--- config.mk ---
export PLATFORM = sky130hd
export DESIGN_NAME = piso_serializer
export DESIGN_NICKNAME = d
export VERILOG_FILES = /design/src/rtl/piso_pkg.sv /design/src/rtl/piso_serializer_bit_counter.sv /design/src/rtl/piso_serializer.sv
export SDC_FILE = /design/constraint.sdc
export NUM_CORES = 1
export LEC_CHECK = 0
export ABC_AREA = 1
export BUFFER_PORTS_ARGS = -buffer_cell sky130_fd_sc_hd__buf_2
export CORE_ASPECT_RATIO = 0.8
export CORE_MARGIN = 5
export CORE_UTILIZATION = 40
export CTS_CLUSTER_SIZE = 24
export DETAILED_ROUTE_END_ITERATION = 6
export GPL_TIMING_DRIVEN = 0
export PLACE_DENSITY_LB_ADDON = 0.05
export SLEW_MARGIN = 15
export SYNTH_ARGS = -nofsm -noshare
export SYNTH_HDL_FRONTEND = slang
export SYNTH_HIERARCHICAL = 1
export SYNTH_SLANG_ARGS = --single-unit
export TNS_END_PERCENT = 5
--- constraint.sdc ---
create_clock -name clk -period 3.7 [get_ports clk]
set_clock_uncertainty 0.15 [all_clocks]
set_input_delay 0.185 -clock clk [delete_from_list [all_inputs] [get_ports clk]]
set_output_delay 0.185 -clock clk [all_outputs]
set_load 0.005 [all_outputs]
--- src/rtl/piso_pkg.sv ---
// Shared types and defaults for the parallel-in serial-out transmitter.
package piso_pkg;

    typedef enum logic {
        IDLE  = 1'b0,
        SHIFT = 1'b1
    } piso_state_t;

    localparam int DEFAULT_DATA_W = 8;

endpackage : piso_pkg

--- src/rtl/piso_serializer_bit_counter.sv ---
// Bit-index counter with synchronous clear, enable and terminal-count flag.
// Wraps to zero after MAX.
module bit_counter #(
    parameter int MAX = 7,
    parameter int W   = $clog2(MAX + 1)
) (
    input  logic         clk,
    input  logic         reset,
    input  logic         i_clr,
    input  logic         i_en,
    output logic [W-1:0] o_count,
    output logic         o_tc
);

    localparam logic [W-1:0] MAX_C = W'(MAX);

    logic [W-1:0] r_count;

    // Count register: clear has priority over enable.
    always_ff @(posedge clk) begin
        if (reset) begin
            r_count <= '0;
        end else if (i_clr) begin
            r_count <= '0;
        end else if (i_en) begin
            if (r_count == MAX_C) begin
                r_count <= '0;
            end else begin
                r_count <= r_count + W'(1);
            end
        end else begin
            r_count <= r_count;
        end
    end

    assign o_count = r_count;
    assign o_tc    = (r_count == MAX_C);

endmodule : bit_counter

--- src/rtl/piso_serializer.sv ---
// Parallel-in serial-out transmitter with valid/ready intake and framing strobes.
// Words can be accepted in the last-bit cycle so frames run back-to-back.
module piso_serializer
    import piso_pkg::*;
#(
    parameter int DATA_W    = DEFAULT_DATA_W,
    parameter bit LSB_FIRST = 1'b1
) (
    input  logic              clk,
    input  logic              reset,
    input  logic [DATA_W-1:0] din,
    input  logic              din_valid,
    output logic              din_ready,
    output logic              sout,
    output logic              sout_valid,
    output logic              sout_first,
    output logic              sout_last
);

    localparam int             CW     = $clog2(DATA_W);
    localparam logic [CW-1:0] PENULT = CW'(DATA_W - 2);

    piso_state_t       r_state;
    piso_state_t       w_state_nxt;
    logic [DATA_W-1:0] r_shreg;
    logic [DATA_W-1:0] w_shreg_nxt;
    logic [DATA_W-1:0] w_shifted;
    logic [CW-1:0]     w_count;
    logic              w_tc;
    logic              w_cnt_clr;
    logic              w_cnt_en;
    logic              w_xfer;
    logic              w_ready;
    logic              w_sout_nxt;
    logic              w_first_nxt;
    logic              w_last_nxt;
    logic              r_sout;
    logic              r_valid;
    logic              r_first;
    logic              r_last;

    bit_counter #(
        .MAX (DATA_W - 1),
        .W   (CW)
    ) u_bit_counter (
        .clk     (clk),
        .reset   (reset),
        .i_clr   (w_cnt_clr),
        .i_en    (w_cnt_en),
        .o_count (w_count),
        .o_tc    (w_tc)
    );

    assign w_ready = (r_state == IDLE) || ((r_state == SHIFT) && w_tc);
    assign w_xfer  = din_valid && w_ready;

    // The word moves toward whichever end feeds the serial line.
    assign w_shifted = LSB_FIRST ? {1'b0, r_shreg[DATA_W-1:1]}
                                 : {r_shreg[DATA_W-2:0], 1'b0};

    // Next-state, shift-register and counter control.
    always_comb begin
        w_state_nxt = r_state;
        w_shreg_nxt = r_shreg;
        w_cnt_clr   = 1'b0;
        w_cnt_en    = 1'b0;
        case (r_state)
            IDLE: begin
                if (w_xfer) begin
                    w_state_nxt = SHIFT;
                    w_shreg_nxt = din;
                    w_cnt_clr   = 1'b1;
                end else begin
                    w_state_nxt = IDLE;
                end
            end
            SHIFT: begin
                if (w_tc) begin
                    w_cnt_clr = 1'b1;
                    if (w_xfer) begin
                        w_state_nxt = SHIFT;
                        w_shreg_nxt = din;
                    end else begin
                        w_state_nxt = IDLE;
                        w_shreg_nxt = '0;
                    end
                end else begin
                    w_shreg_nxt = w_shifted;
                    w_cnt_en    = 1'b1;
                end
            end
            default: begin
                w_state_nxt = IDLE;
                w_shreg_nxt = '0;
                w_cnt_clr   = 1'b1;
            end
        endcase
    end

    // Output flops are loaded with what the next cycle will present, so a
    // clear means bit 0 follows and an enable from PENULT means the last bit.
    assign w_sout_nxt  = (w_state_nxt == SHIFT) &&
                         (LSB_FIRST ? w_shreg_nxt[0] : w_shreg_nxt[DATA_W-1]);
    assign w_first_nxt = (w_state_nxt == SHIFT) && w_cnt_clr;
    assign w_last_nxt  = (w_state_nxt == SHIFT) && w_cnt_en && (w_count == PENULT);

    // State, data and registered serial outputs.
    always_ff @(posedge clk) begin
        if (reset) begin
            r_state <= IDLE;
            r_shreg <= '0;
            r_sout  <= 1'b0;
            r_valid <= 1'b0;
            r_first <= 1'b0;
            r_last  <= 1'b0;
        end else begin
            r_state <= w_state_nxt;
            r_shreg <= w_shreg_nxt;
            r_sout  <= w_sout_nxt;
            r_valid <= (w_state_nxt == SHIFT);
            r_first <= w_first_nxt;
            r_last  <= w_last_nxt;
        end
    end

    assign din_ready  = w_ready;
    assign sout       = r_sout;
    assign sout_valid = r_valid;
    assign sout_first = r_first;
    assign sout_last  = r_last;

endmodule : piso_serializer

# Yosys cells after proc, flatten, opt, wreduce, memory -nomap -nowiden
# Cells that the tools add are included.
# word_totals
reg_bits	15
in_bits	11
out_inout_bits	5
elab_cells	32
# op_classes
add_sub_neg	1
eq_ne	3
mux	12
bitwise	1
n_reduce_logical	8
# op_table
operator	n
2-to-1 mux 8 bit	3
case mux 8 bit (2 select lines)	1
equality test 3 bit (second input constant)	2
logical AND 1 bit	6
2-to-1 mux 1 bit	5
case mux 1 bit (2 select lines)	2
adder 3 x 1 -> 3 bit (second input constant)	1
2-to-1 mux 3 bit	1
!= test 2 bit (second input constant)	1
OR reduction 2 bit	1
logical OR 1 bit	1
NOT 1 bit	1

# Depth between registers and ports, before layout
# Gate-level depths: netlist (run 1).
# logic_depth
word_depth	9
ltp_mapped	8
mapped_depth_nobuf	8

# By module
# Netlist (run 1), hierarchy kept.
# modules_own_cells
module	n_inst	cells_each	area_each_um2	seq_area_each_um2
piso_serializer	1	75	520.5	240.2
bit_counter	1	21	153.9	60.1

# Worst setup path before layout (run 1)
# Ideal clock, no wire load.
# synth_timing
kind	register -> register
from	register u_bit_counter.r_count[0], in the netlist u_bit_counter/o_count[0]
to	register u_bit_counter.r_count[0], in the netlist u_bit_counter/o_count[0]
setup_time_ps	64
t_arrival_ps	1327
t_required_ps	3486
slack_ps	2159
path_stages_with_launch	8
n_path_buf	0
period_less_slack_ps	1541
cell_sequence	dfxtp_1 ha_1 ha_1 nor2_4 nor2_1 nor2_4 nand2_1 nor2_1
# synth_between
elab_cells_between_ends	12
classes_between	add/sub: 1; eq/ne: 1; mux: 6; reduce/logical: 4
# synth_rtl
item	line_no	rtl
start: declaration	piso_serializer_bit_counter.sv:17	logic [W-1:0] r_count;
start signal: assignment	piso_serializer_bit_counter.sv:29	r_count <= r_count + W'(1);
start signal: assignment	piso_serializer_bit_counter.sv:32	r_count <= r_count;
equality test 3 bit	piso_serializer_bit_counter.sv:37	assign o_tc = (r_count == MAX_C);
via w_tc	piso_serializer.sv:29	logic w_tc;
2-to-1 mux 1 bit	piso_serializer.sv:78	if (w_tc) begin
2-to-1 mux 1 bit	piso_serializer.sv:67	case (r_state)
via w_cnt_en	piso_serializer.sv:31	logic w_cnt_en;
# The timed path passes the listed nets, and every way through them passes these cells.
# A chain may end at the register's enable or synchronous reset.

# Worst setup path in the final report (run 1)
# layout_timing
from	register u_bit_counter.r_count[0], in the netlist u_bit_counter/o_count[0]
to	output port din_ready
# layout_between
elab_chain_cells	3
# layout_lines
item	line_no	rtl
equality test 3 bit	piso_serializer_bit_counter.sv:37	
via w_tc	piso_serializer.sv:29	
logical AND 1 bit	piso_serializer.sv:54	assign w_ready = (r_state == IDLE) || ((r_state == SHIFT) && w_tc);
logical OR 1 bit	piso_serializer.sv:54	
end: declaration	piso_serializer.sv:13	output logic din_ready,
# The timed path passes the listed nets, and every way through them passes these cells.

==> results of run 1 <==
-- layout make-up --
cell class	instances	area share, %
multi-input combinational	69	39.8
sequential	15	36.4
timing repair buffer	17	11.5
inverter	11	5.01
tap	22	3.34
clock buffer	3	2.73
clock inverter	1	0.607
buffer	1	0.607
-- logic make-up after synthesis --
kind of cell | after synthesis
adders and majority gates | 2
AOI/OAI and AO/OA | 2
and+or+nand+nor | 65
buffers and inverters | 12
DFF | 15
-- per-stage QoR --
step / util (%) / power [uW] / area (sq um)
4_1_cts: 51.2 / 320 / 825
3_5_place_dp: 48.3 / 223 / 777
3_3_place_gp: 48.3 / 222 / 777
6_report: 51.2 / 314 / 825
2_1_floorplan: - / 207 / 674
5_1_grt: 51.2 / 335 / 825
-- per-layer routing --
layer	wire (microns)	GRT usage [%]
met5	0	0
met4	12	2.84
met3	87	5.88
met2	529	16.0
met1	634	13.7
-- worst max path at each step --
stage	slack (ps)	cells past startpoint	end	start
floorplan	2160	7	u_bit_counter/o_count[0]	u_bit_counter/o_count[0]
global placement	1980	7	u_bit_counter/o_count[0]	u_bit_counter/o_count[0]
detailed placement	1960	7	u_bit_counter/o_count[2]	u_bit_counter/o_count[0]
CTS	1930	5	din_ready	u_bit_counter/o_count[0]
global route	1850	7	u_bit_counter/o_count[0]	u_bit_counter/o_count[0]
finish	1950	5	din_ready	u_bit_counter/o_count[0]
-- report_power, final --
part	switching, uW	internal [uW]
Sequential	5.47	170
Clock	53.6	40.2
Combinational	25.8	18.6
-- cell usage after synthesis --
master / number / share of area (%)
sky130_fd_sc_hd__nand2_1: 29 / 16
sky130_fd_sc_hd__buf_2: 1 / 0.74
sky130_fd_sc_hd__nor2_4: 4 / 6.7
sky130_fd_sc_hd__nand4_1: 1 / 0.93
sky130_fd_sc_hd__inv_2: 1 / 0.56
sky130_fd_sc_hd__nor3_2: 1 / 1.5
sky130_fd_sc_hd__ha_1: 2 / 3.7
sky130_fd_sc_hd__inv_1: 10 / 5.6
sky130_fd_sc_hd__a21oi_1: 2 / 1.5
sky130_fd_sc_hd__dfxtp_1: 15 / 45
sky130_fd_sc_hd__nor2_1: 23 / 13
sky130_fd_sc_hd__nand3_1: 6 / 4.5
sky130_fd_sc_hd__nand2_2: 1 / 0.93
-- critical path: stages, from the launching register on --
cell and delay [ps]:
sky130_fd_sc_hd__dfxtp_1 400, sky130_fd_sc_hd__ha_1 180, sky130_fd_sc_hd__ha_1 240, sky130_fd_sc_hd__inv_1 80
sky130_fd_sc_hd__nand2_1 110, sky130_fd_sc_hd__buf_2 130
-- flip-flops by register name, indices dropped and copies added, names as in the netlist --
signal                 flops
sout                       1
sout_last                  1
r_shreg                    8
sout_valid                 1
u_bit_counter/o_count      3
sout_first                 1
==> run summary, run 1 <==
GLOBAL ROUTE
-----------------------------------------------------------------------------------------------------
Congestion Overflow GR .................................................................            0
Antenna violations before repair .......................................................            0
Largest net degree at the start of global routing ......................................           16
First-pass GRT wire length ............................................................. 2060 microns
Number of global-route vias before repair ..............................................          468
Tot GR Track Use .......................................................................        10.8%

YOSYS
-----------------------------------------------------------------------------------------------------
FF+latch count, synth ..................................................................           15
Fraction of the mapped netlist area in compound gates ..................................        1.48%
Post-synthesis share of cell area spent on and, or, nand and nor gates .................        43.4%
Distinct cell type count of the synthesized netlist ....................................           13
Mapped Avg Cell Area ...................................................................   7.02 sq um
Share of synthesized area spent on multiplexers ........................................           0%
Largest family of logic cells by synthesized area ...................................... simple AND/OR/NAND/NOR gates
Post-Synthesis Cells ...................................................................           96
Yosys warns ............................................................................            6
Mapped Nets ............................................................................          109
Post-synthesis share of cell area spent on full adders, half adders and majority gates .        3.71%
Cell area after synthesis ..............................................................    674 sq um
Xor and xnor fraction of the mapped netlist area .......................................           0%
Seq/Total Area, Yosys ..................................................................        44.5%

SETUP PATH
-----------------------------------------------------------------------------------------------------
Arrival time reported for the critical path endpoint ...................................      1410 ps
Capture point of the worst reg-to-reg path ............................................. u_bit_counter/o_count[0]
Nature of the critical path startpoint .................................................     register
Class of the most critical setup path .................................................. register to output pin
Worst setup EP type ....................................................................   output pin
R2r worst-path depth ...................................................................            7
R2R Setup Slk ..........................................................................      1960 ps
Startpoint of the worst-slack reg-to-reg timing path ................................... u_bit_counter/o_count[0]
Critical path required time ............................................................      3370 ps
Peak fanout along the critical path ....................................................            4

FINISH
-----------------------------------------------------------------------------------------------------
Layout overhead on the synthesized area ................................................        22.3%
Area taken by multi-input logic gates ..................................................    328 sq um
Non-filler cells, final ................................................................          139
Number of antenna cells inserted .......................................................            0
# fillers ..............................................................................          172
Commonest non-fill, non-tap cell in the layout ......................................... sky130_fd_sc_hd__nand2_1
Final net count ........................................................................          131
Most frequent cells in the layout ...................................................... sky130_fd_sc_hd__nand2_1 (29), sky130_fd_sc_hd__nor2_1 (23), sky130_fd_sc_hd__buf_2 (16)
Register cell area after layout ........................................................    300 sq um
Share of final-layout standard cells stronger than drive strength 1 ....................        23.1%

DIE
-----------------------------------------------------------------------------------------------------
Die span in x .......................................................................... 55.9 microns
Core ar. ...............................................................................   1610 sq um
Initial core utilization ...............................................................        41.9%
Die height ............................................................................. 46.7 microns
Number of standard-cell rows in the floorplan ..........................................           13
Number of I/O pins .....................................................................           16
Die area ...............................................................................   2610 sq um

DRT
-----------------------------------------------------------------------------------------------------
Iter 0 DRT Violations ..................................................................           16
Total length of routed wires ........................................................... 1260 microns
Vias per cell ..........................................................................         4.29
Number of vias after detailed routing ..................................................          597
Routed Antenna Nets ....................................................................            0
Length of the first detailed-routing pass in iterations ................................            4
Post-detailed-route DRC marker count ...................................................            0
Routed wire length per instance ........................................................ 9.09 microns

PLACEMENT
-----------------------------------------------------------------------------------------------------
Instance count after placement with tap cells included .................................          133
Number of port buffers .................................................................           15
Post-place setup slack .................................................................      1960 ps
Routability congestion estimate from global placement ..................................        0.695
Estimated wirelength of the detail-placed design .......................................  915 microns

POWER AND IR DROP
-----------------------------------------------------------------------------------------------------
Static leakage .........................................................................  0.000426 uW
Worst-case vdd ir drop .................................................................   0.000329 V
Total power per unit cell area .........................................................  381 nW/um^2

STA
-----------------------------------------------------------------------------------------------------
Number of setup violations in the final report .........................................            0
Setup repair after global routing missed its margin ....................................           no
Transition time at the pin with the least slew margin ..................................       343 ps
Time the worst path needs with I/O delays and setup ....................................      1750 ps
Worst slew margin ......................................................................        77.1%
Final clock period utilization by the worst path .......................................        47.3%
Highest clock rate .....................................................................      572 MHz
Accumulated negative setup slack .......................................................         0 ps
Pins over their slew limit .............................................................            0
Final WS setup .........................................................................      1950 ps
Worst-case hold slack ..................................................................      18.4 ps
Final hold violation count .............................................................            0

CLOCK TREE
-----------------------------------------------------------------------------------------------------
Root buffer cell ....................................................................... sky130_fd_sc_hd__clkbuf_4
Htree depth ............................................................................            1
Hold Buf Count CTS .....................................................................            2
Total CTS buffers ......................................................................            3
Worst-skew pair later-pin latency ......................................................       290 ps
Setup bufs post-CTS ....................................................................            0
Worst-case clock buffer depth ..........................................................            2
TritonCTS clock tree ...................................................................         done
# resized after CTS ....................................................................            0
Total clock sinks ......................................................................           15
Clock input transition at the sequential cells of the worst setup and hold paths .......        80 ps

WORST HOLD PATH
-----------------------------------------------------------------------------------------------------
Worst Hold Endpoint .................................................................... u_bit_counter/o_count[0]
Cell depth of the worst min-delay path .................................................            4
Startpoint of the lowest-slack hold path ...............................................        reset
Worst hold path class .................................................................. input port to register

JOB
-----------------------------------------------------------------------------------------------------
Max-cap check violation count ..........................................................            0

OUTCOME
-----------------------------------------------------------------------------------------------------
Status ................................................................................. finished, final reports clean

No activity file was read; power rests on OpenSTA's default activity.
==> run 2, diff against run 1 <==
--- a/config.mk
+++ b/config.mk
@@ -5,9 +5,8 @@
 export SDC_FILE = /design/constraint.sdc
 export NUM_CORES = 1
 export LEC_CHECK = 0
-export ABC_AREA = 1
+export ABC_AREA = 0
 export BUFFER_PORTS_ARGS = -buffer_cell sky130_fd_sc_hd__buf_2
-export CORE_ASPECT_RATIO = 0.8
 export CORE_MARGIN = 5
 export CORE_UTILIZATION = 40
 export CTS_CLUSTER_SIZE = 24
==> constraint.sdc (replaced) <==
create_clock -name clk -period 1.6 [get_ports clk]
set_clock_uncertainty 0.15 [all_clocks]
set_input_delay 0.08 -clock clk [delete_from_list [all_inputs] [get_ports clk]]
set_output_delay 0.08 -clock clk [all_outputs]
set_load 0.005 [all_outputs]
==> run 2 against run 1 <==
Against the previous run:
- the run now ends with setup timing left
- critical path depth rose by 1
- final cell count fell by 27%
- global-route usage is 2.2 points higher
- wire length fell by 3.0%
- count of clock-buffer cells in the layout unchanged
- sequential power grew 110%
- design area up 4.2%
- sequential share of layout area fell by 3.2 points
- utilization up 13 points
- area after synthesis shrank 14%
- clock power is 100% higher
- non-clock buffer count up 13
- critical endpoint is now u_bit_counter/o_count[0]
- largest power group unchanged
- highest routed layer unchanged
==> run summary, run 2 <==
OUTCOME
-----------------------------------------------------------------------------------------------
Status ........................................................................... finished, violations left
Failing checks ................................................................... setup timing

PLACEMENT
-----------------------------------------------------------------------------------------------
Routability congestion estimate from global placement ............................        0.699   +0.59%
Estimated wirelength of the detail-placed design .................................  820 microns   -10%
Number of port buffers ...........................................................           15   unchanged

STA
-----------------------------------------------------------------------------------------------
Number of setup violations in the final report ...................................            3   +3
Final WS setup ...................................................................     -43.3 ps   -1990 ps
Final hold violation count .......................................................            0   unchanged
Worst slew margin ................................................................        72.4%   -4.7 points
Pins over their slew limit .......................................................            0   unchanged
Setup repair after global routing missed its margin ..............................          yes
Highest clock rate ...............................................................      609 MHz
Final clock period utilization by the worst path .................................         103%
Worst-case hold slack ............................................................       326 ps   +308 ps
Transition time at the pin with the least slew margin ............................       412 ps   +69.3 ps
Time the worst path needs with I/O delays and setup ..............................      1640 ps

WORST HOLD PATH
-----------------------------------------------------------------------------------------------
Worst hold path class ............................................................ register to register
Startpoint of the lowest-slack hold path ......................................... u_bit_counter/o_count[1]

YOSYS
-----------------------------------------------------------------------------------------------
Cell with the most instances after synthesis ..................................... sky130_fd_sc_hd__dfxtp_1
Area share of the largest cell type after synthesis ..............................        48.3%   +3.7 points
Async S/R FF share, synth ........................................................           0%   unchanged
Post-Synthesis Cells .............................................................           55   -43%
Mapped Avg Cell Area .............................................................   10.6 sq um   +50%
Flip-flop cell with the highest count after synthesis ............................ sky130_fd_sc_hd__dfxtp_1
Yosys warns ......................................................................            6   unchanged
Seq/Total Area, Yosys ............................................................        48.3%   +3.7 points
Mapped Nets ......................................................................           68   -38%
Distinct cell type count of the synthesized netlist ..............................           20   +7
Top post-synthesis cells by count ................................................ sky130_fd_sc_hd__dfxtp_1 (14), sky130_fd_sc_hd__a221o_1 (6), sky130_fd_sc_hd__and2_1 (6)
Dominant cell type by area after synthesis ....................................... sky130_fd_sc_hd__dfxtp_1
Synth top area cells ............................................................. sky130_fd_sc_hd__dfxtp_1 (48%), sky130_fd_sc_hd__a221o_1 (10%), sky130_fd_sc_hd__and2_1 (6.5%), sky130_fd_sc_hd__ha_1 (4.3%), sky130_fd_sc_hd__buf_6 (3.9%)
FF+latch count, synth ............................................................           14   -1
Cell area after synthesis ........................................................    581 sq um   -14%
Count of flip-flops with a built-in enable after synthesis .......................            0   unchanged

FINISH
-----------------------------------------------------------------------------------------------
Layout overhead on the synthesized area ..........................................        48.1%
Final net count ..................................................................          101   -23%
Largest register by flop count ...................................................      r_shreg
Commonest non-fill, non-tap cell in the layout ................................... sky130_fd_sc_hd__buf_2
Most frequent cells in the layout ................................................ sky130_fd_sc_hd__buf_2 (15), sky130_fd_sc_hd__dfxtp_1 (12), sky130_fd_sc_hd__dlygate4sd3_1 (10)
Max reg flops ....................................................................            7   -1
Share of final-layout standard cells stronger than drive strength 1 ..............        39.5%   +16 points
Number of antenna cells inserted .................................................            0   unchanged

CLOCK TREE
-----------------------------------------------------------------------------------------------
Total clock sinks ................................................................           14   -1
Total CTS buffers ................................................................            3   unchanged
Htree depth ......................................................................            1   unchanged
Worst-case clock buffer depth ....................................................            2   unchanged
Worst-skew pair later-pin latency ................................................       270 ps   -20 ps
Root buffer cell ................................................................. sky130_fd_sc_hd__clkbuf_4
TritonCTS clock tree .............................................................         done
Clock input transition at the sequential cells of the worst setup and hold paths .        80 ps   about the same

DIE
-----------------------------------------------------------------------------------------------
Die span in x .................................................................... 48.1 microns   -14%
Die height ....................................................................... 48.1 microns   +2.9%
Initial core utilization .........................................................        43.5%   +1.6 points
Number of standard-cell rows in the floorplan ....................................           13   unchanged
Core ar. .........................................................................   1330 sq um   -17%
Number of I/O pins ...............................................................           16   unchanged
Die area .........................................................................   2310 sq um   -11%

SETUP PATH
-----------------------------------------------------------------------------------------------
Worst Path Buf+Inv ...............................................................            1   -1
Peak fanout along the critical path ..............................................            6   +2
Slowest-stage cell, CP ........................................................... sky130_fd_sc_hd__dfxtp_4
Critical path required time ......................................................      1650 ps   -1720 ps
Launch point of the critical path ................................................ u_bit_counter/o_count[0]
Crit-path cells .................................................................. ha_4, ha_4, nand2b_4, clkinv_4, or3b_1, a211oi_2
Maximum cell stage delay along the critical path .................................       360 ps   -40 ps
Family with the most delay on the worst path ..................................... simple AND/OR/NAND/NOR gates
Class of the most critical setup path ............................................ register to register
Worst setup EP type ..............................................................     register
Arrival time reported for the critical path endpoint .............................      1690 ps   +280 ps
Nature of the critical path startpoint ...........................................     register
Most common cell on crit path .................................................... sky130_fd_sc_hd__ha_4
Startpoint of the worst-slack reg-to-reg timing path ............................. u_bit_counter/o_count[0]

DRT
-----------------------------------------------------------------------------------------------
Vias per cell ....................................................................         4.93   +15%
Routed wire length per instance .................................................. 12.1 microns   +33%
Post-detailed-route DRC marker count .............................................            0   unchanged
Routed Antenna Nets ..............................................................            0   unchanged
Length of the first detailed-routing pass in iterations ..........................            2   -2
Total length of routed wires ..................................................... 1230 microns   -3.0%
Number of vias after detailed routing ............................................          498   -17%
Iter 0 DRT Violations ............................................................            8   -8

JOB
-----------------------------------------------------------------------------------------------
Max-cap check violation count ....................................................            0   unchanged

POWER AND IR DROP
-----------------------------------------------------------------------------------------------
Static leakage ...................................................................  0.000373 uW   -12%
Total power per unit cell area ...................................................  779 nW/um^2   +100%
Worst-case vdd ir drop ...........................................................   0.000646 V   +96%
Total Power Consumption ..........................................................       669 uW   +110%

GLOBAL ROUTE
-----------------------------------------------------------------------------------------------
Tot GR Track Use .................................................................        13.0%   +2.2 points
Congestion Overflow GR ...........................................................            0   unchanged
Number of global-route vias before repair ........................................          455   -2.8%
Antenna violations before repair .................................................            0   unchanged
First-pass GRT wire length ....................................................... 1970 microns   -4.7%
Largest net degree at the start of global routing ................................            8   -8

-- run 2: metrics by stage --
step           instance area, sq um  TNS [ps]  utilization [%]  setup slack, ps  std cells
3_3_place_gp                    712      -928             53.4             -146         85
6_report                        860     -82.7             64.4            -43.3        101
3_5_place_dp                    712      -996             53.4             -148         85
4_1_cts                         840      -369             62.9             -101         99
5_1_grt                         860      -588             64.4            -92.9        101
2_1_floorplan                   618      -639                -            -92.2         55
-- run 2: cell type report --
type	count	area (sq um)
Tap cell	15	18.8
Timing Repair Buffer	30	213
Fill cell	118	474
Clock buffer	3	22.5
Inverter	2	12.5
Buffer	1	5.00
Multi-Input combinational cell	36	303
Sequential cell	14	285
-- run 2: logic make-up (layout without fill, tap and decap cells) --
| logic type | after synthesis | after routing | share of synthesized area [%] |
|---|---|---|---|
| adders and majority gates | 2 | 2 | 4.31 |
| and+or+nand+nor | 22 | 22 | 21.1 |
| buffers and inverters | 5 | 36 | 6.03 |
| DFF | 14 | 14 | 48.3 |
| AOI/OAI and AO/OA | 9 | 9 | 14.9 |
| muxes | 3 | 3 | 5.39 |
-- run 2: report_power, final --
part           internal [uW]  switching, uW  total, uW  leakage, uW
Clock                   87.2            102        189    0.0000138
Sequential               365           11.4        376     0.000116
Combinational           61.8           42.0        104     0.000244
Total                    514            155        669     0.000373
-- run 2: path summary, 6_finish.rpt --
kind                              end  slack (ps)  cells after the start
max          u_bit_counter/o_count[0]         -40                      6
min                         sout_last         330                      2
max reg2reg  u_bit_counter/o_count[0]         -40                      6
min reg2reg                 sout_last         330                      2
-- run 2: routing by layer --
metal	vias to the layer above	GRT usage (%)	routed length (microns)
met4	0	4.84	20
met3	5	7.75	104
li1	262	-	-
met1	218	17.4	591
met5	-	0	0
met2	13	16.9	509
-- run 2: worst register-to-register path, delay by kind of cell, from the launching register on --
kind            cells  cell delay (ps)
compound gates      1              170
fa+ha+maj           2              310
flops               1              360
simple gates        2              530
buf+inv             1               60
-- run 2: what timing repair did --
item                       in CTS  in global routing
gates resized for setup         2                  2
buffers inserted                3                  2
setup endpoints to repair       7                  8
hold buffers                   10                  0
pin swaps                       4                  3
hold endpoints to repair       12                  0
